--- config.mk ---
export PLATFORM = sky130hd
export DESIGN_NAME = row_streamer
export DESIGN_NICKNAME = d
export VERILOG_FILES = /design/src/rtl/row_streamer.sv
export SDC_FILE = /design/constraint.sdc
export NUM_CORES = 1
export LEC_CHECK = 0
export ABC_AREA = 1
export ABC_CLOCK_PERIOD_IN_PS = 2800
export BUFFER_PORTS_ARGS = -buffer_cell sky130_fd_sc_hd__buf_2
export CORE_MARGIN = 4
export CORE_UTILIZATION = 60
export CTS_BUF_LIST = sky130_fd_sc_hd__clkbuf_4
export DETAILED_ROUTE_END_ITERATION = 10
export HOLD_SLACK_MARGIN = 0.15
export PLACE_DENSITY = 0.76
export SLEW_MARGIN = 20
export SYNTH_ARGS = -nofsm -noshare
export SYNTH_HDL_FRONTEND = slang
export SYNTH_SLANG_ARGS = --single-unit
--- constraint.sdc ---
create_clock -name clk -period 2.8 [get_ports clk]
set_clock_uncertainty 0.1 [all_clocks]
set_input_delay 0.28 -clock clk [delete_from_list [all_inputs] [get_ports clk]]
set_output_delay 0.28 -clock clk [all_outputs]
set_load 0.02 [all_outputs]
--- src/rtl/row_streamer.sv ---
// Row streamer: buffers a FEATURE_ROWS x COLS matrix and streams one row per cycle to the argmax stage.
// Optional feature macro ROW_SYNC_CHECK_EN adds the consumer row-alignment check (sync_err).
module row_streamer #(
    parameter int unsigned FEATURE_ROWS   = 6,
    parameter int unsigned COLS           = 3,
    parameter int unsigned DATA_WIDTH     = 16,
    parameter int unsigned ROW_ADDR_WIDTH = 3,
    parameter int unsigned COL_ADDR_WIDTH = 2
) (
    input  logic                      clk,
    input  logic                      rst,
    input  logic                      wr_en,
    input  logic [ROW_ADDR_WIDTH-1:0] wr_row,
    input  logic [COL_ADDR_WIDTH-1:0] wr_col,
    input  logic [DATA_WIDTH-1:0]     wr_data,
    input  logic                      start,
    input  logic [ROW_ADDR_WIDTH-1:0] consumer_row,
    input  logic                      argmax_done,
    output logic                      done_comb,
    output logic [DATA_WIDTH-1:0]     fm_wm_adj_out [0:COLS-1],
    output logic [ROW_ADDR_WIDTH-1:0] stream_row,
    output logic                      busy,
    output logic                      sync_err
);

    typedef enum logic [1:0] {
        IDLE,
        STREAM,
        WAIT_DONE
    } state_t;

    localparam logic [ROW_ADDR_WIDTH-1:0] LAST_ROW = ROW_ADDR_WIDTH'(FEATURE_ROWS - 1);

    state_t                    state;
    state_t                    state_next;
    logic [ROW_ADDR_WIDTH-1:0] row_cnt;
    logic [ROW_ADDR_WIDTH-1:0] row_cnt_next;
    logic [DATA_WIDTH-1:0]     buffer [0:FEATURE_ROWS-1][0:COLS-1];
    logic                      wr_ok;

    // Writes land only while idle and inside the matrix; a start in the same cycle does not block them.
    assign wr_ok = (state == IDLE) && wr_en &&
                   (32'(wr_row) < FEATURE_ROWS) && (32'(wr_col) < COLS);

    always_ff @(posedge clk) begin
        if (rst) begin
            for (int unsigned r = 0; r < FEATURE_ROWS; r++) begin
                for (int unsigned c = 0; c < COLS; c++) begin
                    buffer[r][c] <= '0;
                end
            end
        end else if (wr_ok) begin
            buffer[wr_row][wr_col] <= wr_data;
        end
    end

    always_comb begin
        for (int unsigned c = 0; c < COLS; c++) begin
            fm_wm_adj_out[c] = buffer[row_cnt][c];
        end
    end

    assign stream_row = row_cnt;

    always_comb begin
        state_next   = state;
        row_cnt_next = row_cnt;
        case (state)
            IDLE: begin
                if (start) begin
                    state_next   = STREAM;
                    row_cnt_next = '0;
                end
            end
            STREAM: begin
                if (row_cnt == LAST_ROW) begin
                    state_next   = WAIT_DONE;
                    row_cnt_next = '0;
                end else begin
                    row_cnt_next = row_cnt + 1'b1;
                end
            end
            WAIT_DONE: begin
                if (argmax_done) begin
                    state_next = IDLE;
                end
            end
            default: begin
                state_next   = IDLE;
                row_cnt_next = '0;
            end
        endcase
    end

    // done_comb and busy are flopped from the next state so they line up with state and row_cnt.
    always_ff @(posedge clk) begin
        if (rst) begin
            state     <= IDLE;
            row_cnt   <= '0;
            done_comb <= 1'b0;
            busy      <= 1'b0;
        end else begin
            state     <= state_next;
            row_cnt   <= row_cnt_next;
            done_comb <= (state_next == STREAM);
            busy      <= (state_next != IDLE);
        end
    end

`ifdef ROW_SYNC_CHECK_EN
    always_ff @(posedge clk) begin
        if (rst) begin
            sync_err <= 1'b0;
        end else if ((state == IDLE) && start) begin
            sync_err <= 1'b0;
        end else if ((state == STREAM) && (consumer_row != row_cnt)) begin
            sync_err <= 1'b1;
        end
    end
`else
    logic unused_consumer_row;

    assign unused_consumer_row = ^consumer_row;
    assign sync_err            = 1'b0;
`endif

endmodule

# Yosys cells after proc, flatten, opt, wreduce, memory -nomap -nowiden
# Memory sizes are Yosys's and may differ from the RTL's. A register that Yosys moved wholly into a read port is not among the register bits.
# Cells that the tools add are included.
[word_totals]
mem_bits_ro = 0
input_bits = 29
mem_count = 1
ramBits = 288
out_inout_bits = 54
word_cells = 44
latchBits = 0
reg_bits = 7
[op_classes]
mul = 0
div_mod_pow = 0
n_reduce_logical = 8
shifts = 0
order_cmp = 4
addsub = 1
muxes = 19
n_bitwise = 2
eq_ne = 5
[memory_table]
columns = ["memory", "depth", "word_bits", "rd", "rd_clocked_by_memory_dff", "write_ports", "line", "source"]
rows = [
  ["buffer", 6, 48, 1, 1, 6, "38", "logic [DATA_WIDTH-1:0] buffer [0:FEATURE_ROWS-1][0:COLS-1];"],
]
[ops]
columns = ["operator", "count"]
rows = [
  ["48-bit 2-to-1 mux", 3],
  ["48-bit OR reduction", 1],
  ["16-bit demux with 2-bit select", 1],
  ["16-bit 2-to-1 mux", 1],
  ["3-bit 2-to-1 mux", 5],
  ["3-bit one-hot mux with 3 select lines", 1],
  ["2-bit 2-to-1 mux", 3],
  ["2-bit one-hot mux with 3 select lines", 1],
  ["2-bit by 1-bit == test with 1-bit output (second input constant)", 2],
  ["1-bit logical AND", 4],
  ["1-bit 2-to-1 mux", 4],
  ["3-bit by 1-bit adder with 3-bit output (second input constant)", 1],
  ["3-bit == test (second input constant)", 1],
  ["3-bit greater-or-equal comparator (second input constant)", 1],
  ["3-bit by 1-bit less-than comparator with 1-bit output (second input constant)", 1],
  ["3-bit less-than comparator (second input constant)", 1],
  ["2-bit inverter with 3-bit output", 1],
  ["2-bit == test (second input constant)", 1],
  ["2-bit zero test", 1],
  ["2-bit less-than comparator (second input constant)", 1],
  ["2-bit inequality test (second input constant)", 1],
  ["2-bit AND reduction", 1],
  ["2-bit nonzero test", 1],
  ["1-bit inverter", 1],
]

# Depth between registers and ports, before layout
# Gate-level depths: netlist of run 1.
[logic_depth]
depth_word = 9
mapped_depth = 9
ltp_nobuf = 7

# Worst setup path before layout of run 1
# Ideal clock, no wire load.
[synth_timing]
path_type = "register to register"
start = "reg state[1]"
end = "mem buffer[0][32] in the netlist's numbering, enable pin"
arrival_ps = 1646
path_stages_with_launch = 8
setup_slack_ps = 683
setup_time_ps = 372
synth_period_minus_slack_ps = 2117
required_time_ps = 2328
n_path_buf = 2
cell_sequence = "dfxtp_1 nor2_2 nand2_1 nor2_4 buf_8 nand3_2 buf_6 nand2_1"
[synth_lines]
columns = ["item", "line", "source"]
rows = [
  ["from (decl)", "34", "state_t state;"],
  ["from (signal assigned)", "103", "state <= state_next;"],
  ["to (decl)", "38", ""],
]

==> key figures, run 1 <==
Status
  • Status: finished clean

Global route
  • Overflow after GRT: 0
  • GR Util met1: 38.85%
  • Met2 usage in global routing: 46.58%
  • Gr busiest metal: met2
  • Global-route wire length before repair: 74140 um
  • Pin count of the biggest net entering global routing: 75
  • Initial antenna violation count: 1
  • Vias in the first global route: 13730
  • GRT Total Usage: 28.67%
  • Met3 global-route usage: 5.534%

Worst setup path
  • CP Capture Type: output port
  • Most used cell, CP: nand2_1
  • CP Launch Type: flip-flop
  • Data required, critical path: 2.42 ns
  • Reg-to-Reg End: buffer[5][5]
  • RR Startpoint: state[1]
  • Crit Path Category: flip-flop to output port
  • Crit-path max FO: 50
  • Critical Path AT: 2.33 ns
  • Max stage delay cell, worst path: dfxtp_4
  • Cells on worst reg2reg path: 7
  • Crit path cell chain: inv_16 > buf_12 > nand2_1 > nand3_1 > nand2_1 > nand2_1 > nand2_1 > buf_2
  • Worst stage delay on the critical path: 0.45 ns
  • R2R setup slack: 0.49 ns

Timing
  • Measured slew at the worst slew-check pin: 0.9015 ns
  • Max Fclk: 0.3690 GHz
  • Fin. max-slew vios: 0
  • Relative slew slack: 39.53%
  • Setup TNS: 0 ns
  • Worst hold slack: 0.1944 ns
  • Min Tclk post-route: 2.710 ns
  • Hold Fails Final Rpt: 0
  • # setup viols final: 0
  • Period utilization: 96.77%

Synth
  • Post-synthesis sequential area ratio: 63.75%
  • Avg Cell Area, Syn: 8.959 um^2
  • Syn Std Cell Area: 18400 um^2
  • Synthesized flop and latch total: 394
  • Top_reg_cell synth: edfxtp_1
  • Post-synth ARST share: 0%
  • Yosys warnings: 0
  • Cells after synthesis: 2054
  • Post-synth EDFFs: 384
  • Library cells used by synthesis: 23

Placement
  • GP Congestion: 0.8393
  • Area post-placement: 19670 um^2
  • Number of buffers added on ports: 78
  • Inst Count DP: 2563
  • DPL Wire Length: 28940 um

Finish
  • Non-filler cells, final: 2773
  • Fin area: 21320 um^2
  • Share of cells above drive strength 1: 13.22%
  • Finished Core Util: 71.17%
  • Nets: 2333
  • Register Area: 11740 um^2
  • Multi-input gate area: 5329 um^2
  • Fill cell count: 2255
  • Area growth syn-to-layout: 15.83%

Clock tree
  • Clk pin slew, worst setup/hold paths: 0.07 ns
  • CTS buffer count: 97
  • Worst skew pair latency: 0.73 ns
  • Root Driver: clkbuf_4
  • Clock sink count: 394
  • CTS tree: built
  • Clk buf depth: 3
  • H-tree depth: 3

Detailed routing
  • Remaining DRCs: 0
  • Initial DRC Count: 1733
  • WL/cell: 17.57 um
  • Final ANT Viol Nets: 0
  • Vias after detailed routing: 14540
  • Drt pass-1 iters: 6
  • DRT Wirelength: 48720 um
  • Via density: 5.242

Floorplanning
  • Initial Utilization: 61.44%
  • I/O Pins: 83
  • Std-Cell Rows: 63
  • Die height: 183.1 um
  • Die footprint: 33540 um^2
  • Die W: 183.1 um
  • Core area: 29950 um^2

Pwr
  • Power density cells: 599.9 nW/um^2
  • VDD IR-drop max: 466.4 uV
  • P_leak: 10.31 nW

Hold path
  • Worst Hold Launch: wr_row[0]
  • Hold Path Depth: 4
  • Hold WC Path Type: primary input to flip-flop
  • Hold endpoint: buffer[4][16]

Run
  • Max cap viols: 0
==> through the flow <==
step	setup slack (ns)	total power, W
2_1_floorplan	0.6828	0.007733
3_3_place_gp	0.5220	0.008153
3_5_place_dp	0.4799	0.008197
4_1_cts	0.01481	0.01277
5_1_grt	-0.01062	0.01334
6_report	0.09032	0.01279
==> Yosys cell counts (all sizes together) (2+ instances only) <==
library cell	count	area, um^2
a21oi	3	15.01
dfxtp	10	200.2
o21ai	2	10.01
nor3	6	40.04
nand3	165	930.9
buf	29	193.9
edfxtp	384	11530
clkinv	17	63.81
nand2	755	2834
nor2	296	1129
clkbuf	82	307.8
inv	303	1137
==> per-layer routing <==
| layer | part of all wire (%) | vias up |
|---|---|---|
| li1 | - | 6824 |
| met1 | 37 | 6749 |
| met2 | 48 | 847 |
| met3 | 11 | 115 |
| met4 | 3.8 | 0 |
| met5 | 0 | - |
==> power by group <==
part / switching (W) / leakage (nW) / internal [W]
Combinational: 0.000976 / 5.60 / 0.000398
Clock: 0.00231 / 0.707 / 0.00229
Sequential: 0.0000776 / 3.99 / 0.00673
==> critical path, delay by kind of cell (launching register included) <==
kind          cells  cell delay (ns)
buf+inv           3             0.50
flops             1             0.45
simple gates      5             0.61
==> final cells by class <==
| cell class | instances | share of cell area, % |
|---|---|---|
| repair buffers | 166 | 6.310 |
| well taps | 390 | 2.289 |
| multi-input cells | 1325 | 25.00 |
| flip-flops and latches | 394 | 55.07 |
| clock inverters | 38 | 0.7102 |
| clock buffers | 139 | 4.895 |
| diodes | 1 | 0.01174 |
| inverters | 320 | 5.711 |
==> registers in the layout, indices dropped and copies added (netlist names), named ones only <==
signal and flops:
done_comb 1, state 2, busy 1, stream_row 3
buffer 384
==> cells by family after synthesis <==
group,count (synthesis),synth area share [%]
buf+inv,431,9.253
compound gates,5,0.1360
other cells,1,0.02038
flops,394,63.75
simple gates,1223,26.84
==> worst max-delay path by stage <==
stage | depth (start not counted) | slack, ns | to
floorplan | 7 | 0.68 | buffer[0][32]
CTS | 8 | 0.01 | fm_wm_adj_out[31]
finish | 8 | 0.09 | fm_wm_adj_out[30]
detailed placement | 8 | 0.48 | buffer[5][5]
global placement | 8 | 0.52 | buffer[5][10]
global route | 8 | -0.01 | fm_wm_adj_out[30]
==> placed cells by master, fill, tap and decap left out, types with 5 or more instances in the layout <==
cell,count
edfxtp_1,384
nand3_1,147
nand2_1,755
inv_1,302
nand3_2,16
clkbuf_4,139
dfxtp_1,7
buf_4,47
nor2_1,291
dlygate4sd3_1,26
clkinv_1,49
buf_2,78
buf_12,5
conb_1,97
==> repair_timing <==
item	in CTS	in global routing
resized for setup	4	5
hold endpoints to repair	170	0
gates cloned	1	4
hold buffers	26	0
setup endpoints to repair	41	38
buffers inserted	0	1
(Power assumes the default switching activity.)
==> run 2, diff against run 1 <==
--- a/config.mk
+++ b/config.mk
@@ -8,12 +8,12 @@
 export ABC_AREA = 1
 export ABC_CLOCK_PERIOD_IN_PS = 2800
 export BUFFER_PORTS_ARGS = -buffer_cell sky130_fd_sc_hd__buf_2
-export CORE_MARGIN = 4
-export CORE_UTILIZATION = 60
+export CORE_MARGIN = 8
+export CORE_UTILIZATION = 64
 export CTS_BUF_LIST = sky130_fd_sc_hd__clkbuf_4
 export DETAILED_ROUTE_END_ITERATION = 10
 export HOLD_SLACK_MARGIN = 0.15
-export PLACE_DENSITY = 0.76
+export PLACE_DENSITY = 0.8
 export SLEW_MARGIN = 20
 export SYNTH_ARGS = -nofsm -noshare
 export SYNTH_HDL_FRONTEND = slang
==> run 2 against run 1 <==
Non-clock buffer count increased by 11. Die area increased by 2.7%. Largest cell class unchanged. Sequential cell count unchanged. Critical path depth decreased by 1. Combinational power about the same. Core utilization increased by 3.7 points. Design area increased by 0.19%. Count of clock-buffer cells in the layout increased by 10. Total power increased by 1.6%. Largest power group unchanged. Sequential power about the same. Wire length increased by 4.5%.
==> key figures, run 2 (synthesis results as in run 1) <==
Placement
  • Number of buffers added on ports: 78 (unchanged)
  • GP Congestion: 0.8298 (was 0.8393)
  • DPL Wire Length: 30240 um (was 28940 um)
  • Setup WS pre-CTS: 0.6563 ns (was 0.4799 ns)

Floorplanning
  • I/O Pins: 83 (unchanged)
  • Std-Cell Rows: 62 (was 63)
  • Die W: 185.6 um (was 183.1 um)
  • Core area: 28550 um^2 (was 29950 um^2)
  • Initial Utilization: 64.46% (was 61.44%)
  • Die footprint: 34440 um^2 (was 33540 um^2)
  • Die height: 185.6 um (was 183.1 um)

Timing
  • # setup viols final: 0 (unchanged)
  • Relative slew slack: 41.61% (was 39.53%)
  • Unrepaired setup endpoints after global routing: yes
  • Measured slew at the worst slew-check pin: 0.8704 ns (was 0.9015 ns)
  • Hold Fails Final Rpt: 0 (unchanged)
  • Period utilization: 96.18% (was 96.77%)
  • Min Tclk post-route: 2.693 ns (was 2.710 ns)
  • Setup TNS: 0 ns (unchanged)
  • Fin. max-slew vios: 0 (unchanged)
  • Post-route worst setup slack: 0.1071 ns (was 0.09032 ns)
  • Max Fclk: 0.3713 GHz (was 0.3690 GHz)

Pwr
  • Power density cells: 608.0 nW/um^2 (was 599.9 nW/um^2)
  • P_leak: 10.36 nW (was 10.31 nW)
  • VDD IR-drop max: 436.3 uV (was 466.4 uV)
  • Sequential group share of total power: 52.5% (was 53.3%)
  • Sw Share: 25.39% (was 26.33%)
  • Comb pwr share: 10.6% (was 10.7%)
  • Power Total: 0.01299 W (was 0.01279 W)
  • Clk pwr share: 36.9% (was 36.0%)
  • Power Internal: 0.009689 W (was 0.009421 W)
  • Psw: 0.003298 W (was 0.003367 W)

Global route
  • Pin count of the biggest net entering global routing: 118 (was 75)
  • Initial antenna violation count: 2 (was 1)
  • Vias in the first global route: 14240 (was 13730)
  • GRT Total Usage: 29.34% (was 28.67%)
  • Overflow after GRT: 0 (unchanged)
  • Global-route wire length before repair: 76110 um (was 74140 um)

Run
  • Max cap viols: 0 (unchanged)

Hold path
  • Hold WC Path Type: primary input to flip-flop (unchanged)

Worst setup path
  • Most used cell, CP: nand2_1 (unchanged)
  • Worst stage delay on the critical path: 0.46 ns (was 0.45 ns)
  • Data required, critical path: 2.42 ns (about the same)
  • Crit-path max FO: 36 (was 50)
  • Critical Path AT: 2.31 ns (was 2.33 ns)
  • Crit path cell chain: buf_4 > nand2_1 > nand3_1 > nand2_1 > nand2_1 > nand2_1 > buf_2 (was inv_16 > buf_12 > nand2_1 > nand3_1 > nand2_1 > nand2_1 > nand2_1 > buf_2)
  • CP Launch Type: flip-flop (unchanged)
  • CP Capture Type: output port (unchanged)
  • Crit Path Category: flip-flop to output port (unchanged)
  • Max stage delay cell, worst path: dfxtp_4 (unchanged)

Finish
  • Commonest non-fill, non-tap cells in the layout: 755 x nand2_1, 384 x edfxtp_1, 302 x inv_1, 291 x nor2_1, 149 x clkbuf_4 (was 755 x nand2_1, 384 x edfxtp_1, 302 x inv_1, 291 x nor2_1, 147 x nand3_1)
  • Share of cells above drive strength 1: 14.23% (was 13.22%)
  • Largest reg by FF count: buffer (unchanged)
  • Max reg flops: 384 (unchanged)
  • Commonest non-fill, non-tap cell in the layout: nand2_1 (unchanged)
  • Finished Core Util: 74.82% (was 71.17%)
  • Nets: 2344 (was 2333)
  • Area growth syn-to-layout: 16.06% (was 15.83%)

Detailed routing
  • DRT Wirelength: 50930 um (was 48720 um)
  • Drt pass-1 iters: 5 (was 6)
  • Final ANT Viol Nets: 0 (unchanged)
  • WL/cell: 18.44 um (was 17.57 um)
  • Initial DRC Count: 2138 (was 1733)
  • Remaining DRCs: 0 (unchanged)
  • Vias after detailed routing: 14760 (was 14540)
  • Via density: 5.342 (was 5.242)

Clock tree
  • CTS buffer count: 97 (unchanged)
  • CTS tree: built (unchanged)
  • Clk buf depth: 3 (unchanged)
  • H-tree depth: 3 (unchanged)
  • Clk pin slew, worst setup/hold paths: 0.08 ns (was 0.07 ns)
  • Root Driver: clkbuf_4 (unchanged)
  • Worst skew pair latency: 0.71 ns (was 0.73 ns)
  • Clock sink count: 394 (unchanged)

Status
  • Status: finished clean (unchanged)
## run 2: cell count changes in the layout (fill, tap and decap cells not counted), moves of 2 or more
cell	delta
buf_4	+13
buf_6	+2
bufinv_16	+2
clkbuf_16	-2
clkbuf_4	+10
clkinv_1	-30
clkinv_2	-2
diode_2	+2
## run 2: path summary, 6_finish.rpt
check / slack, ns / from / to / cells past startpoint
setup / recovery: 0.11 / flip-flop / fm_wm_adj_out[19] / 7
hold / removal: 0.21 / wr_row[1] / buffer[5][25] / 5
setup reg to reg: 0.76 / state[1] / buffer[3][40] / 7
hold reg to reg: 0.42 / stream_row[1] / flip-flop / 2
## run 2: cell type report
cell class              instances  area (um^2)
flip-flops and latches        394        11740
fillers                      1955         7189
multi-input cells            1325         5329
repair buffers                177         1375
inverters                     320         1211
clock buffers                 149         1119
well taps                     384        480.5
clock inverters                10        96.34
diodes                          3        7.507
## run 2: what timing repair did
action / in CTS / in global routing
cloned: 0 / 2
endpoints found under the setup margin: 17 / 28
endpoints found under the hold margin: 161 / 0
pin swaps: 0 / 0
setup buffers: 0 / 1
resized for setup: 2 / 10
hold buffers: 26 / 0
## run 2: power by group through the flow
| stage | combinational [W] | sequential, W | clock, W |
|---|---|---|---|
| 6_report | 0.00138 | 0.00682 | 0.00479 |
| 4_1_cts | 0.00133 | 0.00682 | 0.00482 |
| 5_1_grt | 0.00150 | 0.00684 | 0.00512 |
| 2_1_floorplan | 0.000813 | 0.00692 | 0 |
| 3_3_place_gp | 0.00124 | 0.00692 | 0 |
| 3_5_place_dp | 0.00129 | 0.00694 | 0 |
## run 2: critical path, delay by kind of cell (launching register included)
| family | cells | cell delay [ns] |
|---|---|---|
| buf+inv | 2 | 0.56 |
| flops | 1 | 0.46 |
| simple gates | 5 | 0.58 |
## run 2: metrics by stage
step | cell area (um^2) | hold WS [ns] | cells
after floorplan | 18760 | 0.2789 | 2150
after global placement | 19760 | 0.4030 | 2571
after detailed placement | 19760 | 0.4198 | 2571
after CTS | 21240 | 0.1692 | 2756
after global routing | 21360 | 0.2145 | 2762
final | 21360 | 0.2138 | 2762
## run 2: metal layers
metal / track usage [%] / part of all wire [%]
met5: 0 / 0.026
met4: 16.64 / 5.0
met3: 6.188 / 12
met2: 48.12 / 49
met1: 35.94 / 35
